[config.mk]
export PLATFORM = sky130hd
export DESIGN_NAME = fetch_unit_flat
export DESIGN_NICKNAME = d
export VERILOG_FILES = /design/src/rtl/fetch_unit_pkg.sv /design/src/rtl/fetch_unit_if.sv /design/src/rtl/fetch_unit_pc_reg.sv /design/src/rtl/fetch_unit.sv /design/src/flat_wrapper.sv
export SDC_FILE = /design/constraint.sdc
export NUM_CORES = 1
export LEC_CHECK = 0
export BUFFER_PORTS_ARGS = -buffer_cell sky130_fd_sc_hd__buf_4
export CORE_MARGIN = 4
export CORE_UTILIZATION = 52
export DETAILED_ROUTE_END_ITERATION = 16
export GPL_TIMING_DRIVEN = 0
export PLACE_DENSITY_LB_ADDON = 0.08
export SKIP_LAST_GASP = 1
export SLEW_MARGIN = 20
export SYNTH_ARGS = -nofsm -noshare
export SYNTH_HDL_FRONTEND = slang
export SYNTH_SLANG_ARGS = --single-unit
[constraint.sdc]
create_clock -name CLK -period 4.1 [get_ports CLK]
set_input_delay 0.205 -clock CLK [delete_from_list [all_inputs] [get_ports CLK]]
set_output_delay 0.205 -clock CLK [all_outputs]
set_load 0.005 [all_outputs]
[src/rtl/fetch_unit_pkg.sv]
// rtl/fetch_unit_pkg.sv - shared widths, state encoding, RAM opcodes and instruction field positions
package fetch_unit_pkg;

    localparam int ADDR_W_DEF = 4;
    localparam int DATA_W_DEF = 8;

    // RAM opcodes, shared with the 16x8 RAM
    localparam logic OPCODE_READ  = 1'b0;
    localparam logic OPCODE_WRITE = 1'b1;

    // Instruction field layout: opcode in the high nibble, argument in the low nibble
    localparam int OP_MSB  = 7;
    localparam int OP_LSB  = 4;
    localparam int ARG_MSB = 3;
    localparam int ARG_LSB = 0;
    localparam int OP_W    = OP_MSB - OP_LSB + 1;
    localparam int ARG_W   = ARG_MSB - ARG_LSB + 1;

    // Widest legal read latency (1..7) fits in three bits
    localparam int CNT_W = 3;

    typedef enum logic [1:0] {
        S_ADDR   = 2'd0,
        S_WAIT   = 2'd1,
        S_VALID  = 2'd2,
        S_HALTED = 2'd3
    } state_t;

endpackage

[src/rtl/fetch_unit_if.sv]
// rtl/fetch_unit_if.sv - RAM read port, redirect/halt controls and decoder handshake
interface fetch_unit_if
    import fetch_unit_pkg::*;
#(
    parameter int ADDR_W = ADDR_W_DEF,
    parameter int DATA_W = DATA_W_DEF
);
    logic [ADDR_W-1:0] ram_address;
    logic              ram_opcode;
    logic [DATA_W-1:0] ram_data_out;
    logic              jump;
    logic [ADDR_W-1:0] jump_addr;
    logic              halt;
    logic              instr_valid;
    logic              instr_ready;
    logic [DATA_W-1:0] instr;
    logic [OP_W-1:0]   instr_op;
    logic [ARG_W-1:0]  instr_arg;
    logic [ADDR_W-1:0] instr_pc;
    logic [ADDR_W-1:0] pc;
    logic              halted;

    // Fetch stage side
    modport master (
        output ram_address, ram_opcode, instr_valid, instr, instr_op, instr_arg,
               instr_pc, pc, halted,
        input  ram_data_out, jump, jump_addr, halt, instr_ready
    );

    // RAM / decoder / control side
    modport slave (
        input  ram_address, ram_opcode, instr_valid, instr, instr_op, instr_arg,
               instr_pc, pc, halted,
        output ram_data_out, jump, jump_addr, halt, instr_ready
    );

endinterface

[src/rtl/fetch_unit_pc_reg.sv]
// rtl/fetch_unit_pc_reg.sv - program counter with load and wrapping increment
module fetch_unit_pc_reg #(
    parameter int ADDR_W = 4
) (
    input  logic              clk,
    input  logic              rst_n,
    input  logic              load,
    input  logic [ADDR_W-1:0] load_val,
    input  logic              inc,
    output logic [ADDR_W-1:0] pc
);

    // Load wins over increment; increment wraps naturally at 2^ADDR_W
    always_ff @(posedge clk or negedge rst_n) begin
        if (!rst_n) begin
            pc <= '0;
        end else if (load) begin
            pc <= load_val;
        end else if (inc) begin
            pc <= pc + 1'b1;
        end
    end

endmodule

[src/rtl/fetch_unit.sv]
// rtl/fetch_unit.sv - instruction fetch stage: PC, RAM read with latency, instruction register, handshake
module fetch_unit
    import fetch_unit_pkg::*;
#(
    parameter int ADDR_W     = ADDR_W_DEF,
    parameter int DATA_W     = DATA_W_DEF,
    parameter int RD_LATENCY = 1
) (
    input  logic CLK,
    input  logic RESET_N,
    fetch_unit_if.master bus
);

    localparam logic [CNT_W-1:0] LAT = CNT_W'(RD_LATENCY);

    state_t            state;
    logic [CNT_W-1:0]  cnt;
    logic [ADDR_W-1:0] ram_address;
    logic [DATA_W-1:0] instr;
    logic [ADDR_W-1:0] instr_pc;
    logic              instr_valid;
    logic              halted;
    logic [ADDR_W-1:0] pc;

    logic jump_en;
    logic capture;
    logic handshake;

    // A halted stage ignores redirects; a redirect on the capture cycle wins over capture
    assign jump_en   = bus.jump && (state != S_HALTED);
    assign capture   = (state == S_WAIT) && (cnt == CNT_W'(1)) && !bus.jump;
    assign handshake = instr_valid && bus.instr_ready;

    fetch_unit_pc_reg #(.ADDR_W(ADDR_W)) u_pc_reg (
        .clk      (CLK),
        .rst_n    (RESET_N),
        .load     (jump_en),
        .load_val (bus.jump_addr),
        .inc      (capture),
        .pc       (pc)
    );

    // Fetch sequencer and instruction register
    always_ff @(posedge CLK or negedge RESET_N) begin
        if (!RESET_N) begin
            state       <= S_ADDR;
            cnt         <= '0;
            ram_address <= '0;
            instr       <= '0;
            instr_pc    <= '0;
            instr_valid <= 1'b0;
            halted      <= 1'b0;
        end else begin
            case (state)
                S_ADDR: begin
                    if (bus.jump) begin
                        cnt   <= '0;
                        state <= S_ADDR;
                    end else begin
                        ram_address <= pc;
                        cnt         <= LAT;
                        state       <= S_WAIT;
                    end
                end
                S_WAIT: begin
                    if (bus.jump) begin
                        cnt   <= '0;
                        state <= S_ADDR;
                    end else begin
                        cnt <= cnt - CNT_W'(1);
                        if (cnt == CNT_W'(1)) begin
                            instr       <= bus.ram_data_out;
                            instr_pc    <= pc;
                            instr_valid <= 1'b1;
                            state       <= S_VALID;
                        end
                    end
                end
                S_VALID: begin
                    if (bus.jump) begin
                        instr_valid <= 1'b0;
                        cnt         <= '0;
                        state       <= S_ADDR;
                    end else if (handshake) begin
                        instr_valid <= 1'b0;
                        if (bus.halt) begin
                            halted <= 1'b1;
                            state  <= S_HALTED;
                        end else begin
                            state <= S_ADDR;
                        end
                    end
                end
                S_HALTED: begin
                    instr_valid <= 1'b0;
                    halted      <= 1'b1;
                end
                default: state <= S_ADDR;
            endcase
        end
    end

    assign bus.ram_address = ram_address;
    assign bus.ram_opcode  = OPCODE_READ;
    assign bus.instr       = instr;
    assign bus.instr_op    = instr[OP_MSB:OP_LSB];
    assign bus.instr_arg   = instr[ARG_MSB:ARG_LSB];
    assign bus.instr_pc    = instr_pc;
    assign bus.instr_valid = instr_valid;
    assign bus.pc          = pc;
    assign bus.halted      = halted;

endmodule

[src/flat_wrapper.sv]
// flat-port wrapper written by rule: the top's interface ports become plain ports
module fetch_unit_flat import fetch_unit_pkg::*;
#(
    parameter int ADDR_W     = ADDR_W_DEF,
    parameter int DATA_W     = DATA_W_DEF,
    parameter int RD_LATENCY = 1
)
  (CLK, RESET_N, bus_ram_address, bus_ram_opcode, bus_instr_valid, bus_instr, bus_instr_op, bus_instr_arg, bus_instr_pc, bus_pc, bus_halted, bus_ram_data_out, bus_jump, bus_jump_addr, bus_halt, bus_instr_ready);
  fetch_unit_if #(.ADDR_W(ADDR_W), .DATA_W(DATA_W)) bus_i ();
  input  logic CLK;
  input  logic RESET_N;
  output wire logic [$bits(bus_i.ram_address)-1:0] bus_ram_address;
  output wire logic [$bits(bus_i.ram_opcode)-1:0] bus_ram_opcode;
  output wire logic [$bits(bus_i.instr_valid)-1:0] bus_instr_valid;
  output wire logic [$bits(bus_i.instr)-1:0] bus_instr;
  output wire logic [$bits(bus_i.instr_op)-1:0] bus_instr_op;
  output wire logic [$bits(bus_i.instr_arg)-1:0] bus_instr_arg;
  output wire logic [$bits(bus_i.instr_pc)-1:0] bus_instr_pc;
  output wire logic [$bits(bus_i.pc)-1:0] bus_pc;
  output wire logic [$bits(bus_i.halted)-1:0] bus_halted;
  input wire logic [$bits(bus_i.ram_data_out)-1:0] bus_ram_data_out;
  input wire logic [$bits(bus_i.jump)-1:0] bus_jump;
  input wire logic [$bits(bus_i.jump_addr)-1:0] bus_jump_addr;
  input wire logic [$bits(bus_i.halt)-1:0] bus_halt;
  input wire logic [$bits(bus_i.instr_ready)-1:0] bus_instr_ready;
  assign bus_ram_address = bus_i.ram_address;
  assign bus_ram_opcode = bus_i.ram_opcode;
  assign bus_instr_valid = bus_i.instr_valid;
  assign bus_instr = bus_i.instr;
  assign bus_instr_op = bus_i.instr_op;
  assign bus_instr_arg = bus_i.instr_arg;
  assign bus_instr_pc = bus_i.instr_pc;
  assign bus_pc = bus_i.pc;
  assign bus_halted = bus_i.halted;
  assign bus_i.ram_data_out = bus_ram_data_out;
  assign bus_i.jump = bus_jump;
  assign bus_i.jump_addr = bus_jump_addr;
  assign bus_i.halt = bus_halt;
  assign bus_i.instr_ready = bus_instr_ready;
  fetch_unit #(.ADDR_W(ADDR_W), .DATA_W(DATA_W), .RD_LATENCY(RD_LATENCY)) u_core (.CLK(CLK), .RESET_N(RESET_N), .bus(bus_i));
endmodule
==> flow_metrics.py <==
metrics = {
    "logic_synthesis": {
        "syn_area_um2": 1340,
        "synth_flop_cell": "dfrtp_1",
        "ys_ff_latch": 27,
        "yosysMostFrequentCell": "dfrtp_1",
        "synth_cells": 113,
        "synth_common_cells": "dfrtp_1 (27), mux2_1 (17), buf_4 (9)",
        "syn_avg_cell_area_um2": 11.9,
        "synth_warnings": 0,
        "synth_edf_count": 0,
        "synth_cell_types": 28,
        "async_flop_share_pct": 100,
        "synthDominantCellAreaShare_pct": 50.3,
        "ys_top_cells_by_area": "dfrtp_1 (50%), mux2_1 (14%), ha_1 (6.5%)",
        "ys_seq_area_share_pct": 50.3,
        "syn-num-nets": 137,
        "synth_top_cell_by_area": "dfrtp_1",
    },
    "pwr": {
        "intPower_w": 0.000763,
        "clockPowerShare_pct": 9.4,
        "switching_share_pct": 32.7,
        "pwr_density_cell_nw_per_um2": 643,
        "switchingPower_w": 0.000371,
        "pwr-share-comb_pct": 50.9,
        "leakage_nw": 0.871,
        "p_seq_share_pct": 39.7,
        "max-vdd-ir-drop_mv": 0.404,
    },
    "critical_path": {
        "crit_fanout": 5,
        "startpoint": "u_core.state[0]",
        "r2r-start": "u_core.state[0]",
        "critPathArrivalTime_ps": 2000,
        "critical_path_class": "flop to flop",
        "critPathCapture": "u_core.state[0]",
        "reg2reg_slack_ps": 2290,
        "worst_ep_required_time_ps": 4300,
        "r2r_cells": 6,
        "r2r-end": "u_core.state[0]",
        "cp-end-kind": "flop",
        "cp-start-kind": "flop",
    },
    "global_routing": {
        "grt_pass1_wl_mm": 4.41,
        "globalRouteTotalUtil_pct": 16.4,
        "grt_max_degree": 28,
        "antenna_found_initial": 0,
        "grt_pass1_vias": 1020,
        "grt_overflow_total": 0,
    },
    "run": {
        "max_cap_violations": 0,
    },
    "die": {
        "start_util_pct": 54.2,
        "io_pins": 48,
        "die_y_um": 58.8,
        "num_rows": 18,
        "die_width_um": 58.8,
        "fp.coreArea_um2": 2480,
        "dieArea_um2": 3460,
    },
    "cells_and_area": {
        "layout.nets": 189,
        "final_util_pct": 71.2,
        "antenna_cells": 0,
        "final_cell_area_um2": 1760,
        "area_delta_synth_final_pct": 31.3,
        "layout-drive-gt1-share_pct": 37.8,
    },
    "sta": {
        "fin_crit_ps": 1810,
        "period_share_pct": 44.1,
        "slew_viol_final": 0,
        "tns_ps": 0,
        "max_freq_mhz": 553,
        "skew_ps": 15.4,
        "hold_slack_ps": 87.7,
        "setup_viol": 0,
        "hold_viol_final": 0,
        "grt_setup_unrepaired": "false",
    },
    "cts": {
        "clock_sinks": 27,
        "cts_resized": 0,
        "root_buffer": "clkbuf_4",
        "cts_max_level": 1,
        "clk_latency_ps": 310,
        "clockBufferDepth": 2,
        "ctsHoldBuffers": 1,
        "cts_buffers": 3,
        "post_cts_buffers": 0,
        "cts_tree": "built",
        "clk_pin_slew_worst_paths_ps": 140,
    },
    "drt": {
        "dr_total_vias": 971,
        "drc": 0,
        "drt-wirelength-per-cell_um": 13.0,
        "drtIter0Drc": 11,
        "avgViaCountPerCell": 5.01,
        "drtPass1Iterations": 4,
        "wl_mm": 2.52,
        "drtAntennaViolNets": 0,
    },
    "place": {
        "gp_congestion": 0.818,
        "port_buffers": 46,
        "postPlaceCellArea_um2": 1730,
        "dp_hpwl_mm": 2.01,
    },
    "worst_hold_path": {
        "min_path_type": "primary input to flop",
    },
    "run_status": {
        "outcome": "finished clean",
    },
}
-- metrics by stage --
| stage | std cells | total power, W | worst slack, ps |
|---|---|---|---|
| 3_3_place_gp | 189 | 0.00102 | 2360 |
| 5_1_grt | 194 | 0.00124 | 2210 |
| 6_report | 194 | 0.00113 | 2290 |
| 4_1_cts | 194 | 0.00115 | 2290 |
| 2_1_floorplan | 113 | 0.000763 | 2450 |
| 3_5_place_dp | 189 | 0.00105 | 2320 |
-- registers in the layout (all words and copies together), names as in the netlist --
| register | cells |
|---|---|
| u_core.bus.instr_pc | 4 |
| u_core.cnt | 3 |
| u_core.bus.ram_address | 4 |
| u_core.u_pc_reg.pc | 4 |
| u_core.bus.halted | 1 |
| u_core.bus.instr_valid | 1 |
| u_core.state | 2 |
| u_core.bus.instr | 8 |
-- critical path: stages (launching register included) --
cell and delay (ps):
dfrtp_1 440, inv_1 100, ha_1 240, nor2b_1 190, a21boi_1 240, a211o_1 170, mux2_1 330
-- power by group through the flow --
stage                     sequential [W]  combinational [W]  clock, W
final                           0.000450           0.000577  0.000107
after global routing            0.000471           0.000646  0.000122
after CTS                       0.000452           0.000588  0.000114
after detailed placement        0.000458           0.000587         0
after global placement          0.000449           0.000566         0
after floorplan                 0.000454           0.000310         0
-- area by class of cell --
class	instances	area (um2)
Buffer	11	90.1
Clock buffer	3	22.5
Clock inverter	1	5.00
Fill cell	195	714
Inverter	6	22.5
Multi-Input combinational cell	69	554
Sequential cell	27	676
Tap cell	30	37.5
Timing Repair Buffer	47	355
-- how the worst min path moves through the flow --
stage,start,end,slack [ps],depth (start not counted)
3_5_place_dp,RESET_N,u_core.bus.instr[6],130,1
3_3_place_gp,RESET_N,u_core.bus.instr[6],130,1
6_report,bus_jump_addr[1],u_core.u_pc_reg.pc[1],90,3
2_1_floorplan,RESET_N,u_core.bus.halted,-90,0
5_1_grt,bus_jump_addr[1],u_core.u_pc_reg.pc[1],90,3
4_1_cts,bus_jump_addr[1],u_core.u_pc_reg.pc[1],80,3
-- per-layer routing --
layer  wire, um  global-route usage [%]
met1       1020                    21.5
met2       1300                    27.8
met3        189                    2.85
met4         15                    4.85
met5          0                       0
-- cell usage in the layout (no fill, tap or decap), types with 3 or more instances in the layout --
cell and instances:
buf_4 55, clkbuf_4 3, dfrtp_1 27, ha_1 7, inv_1 6, mux2_1 17
nand2_1 8, nand2b_1 3, nor2_1 3, nor2b_1 3, o21ai_1 6
-- cell families after synthesis --
logic type               after synthesis  synth area share, %
buffers and inverters                 17                 8.39
other                                  1                0.279
AND/OR/NAND/NOR                       23                 9.13
AO/OA/AOI/OAI                         15                 6.80
XOR/XNOR                               3                 1.96
adder cells (fa/ha/maj)                7                 6.52
flip-flops                            27                 50.3
multiplexers                          20                 16.6
Note: power is estimated with default switching activity, not from simulation.
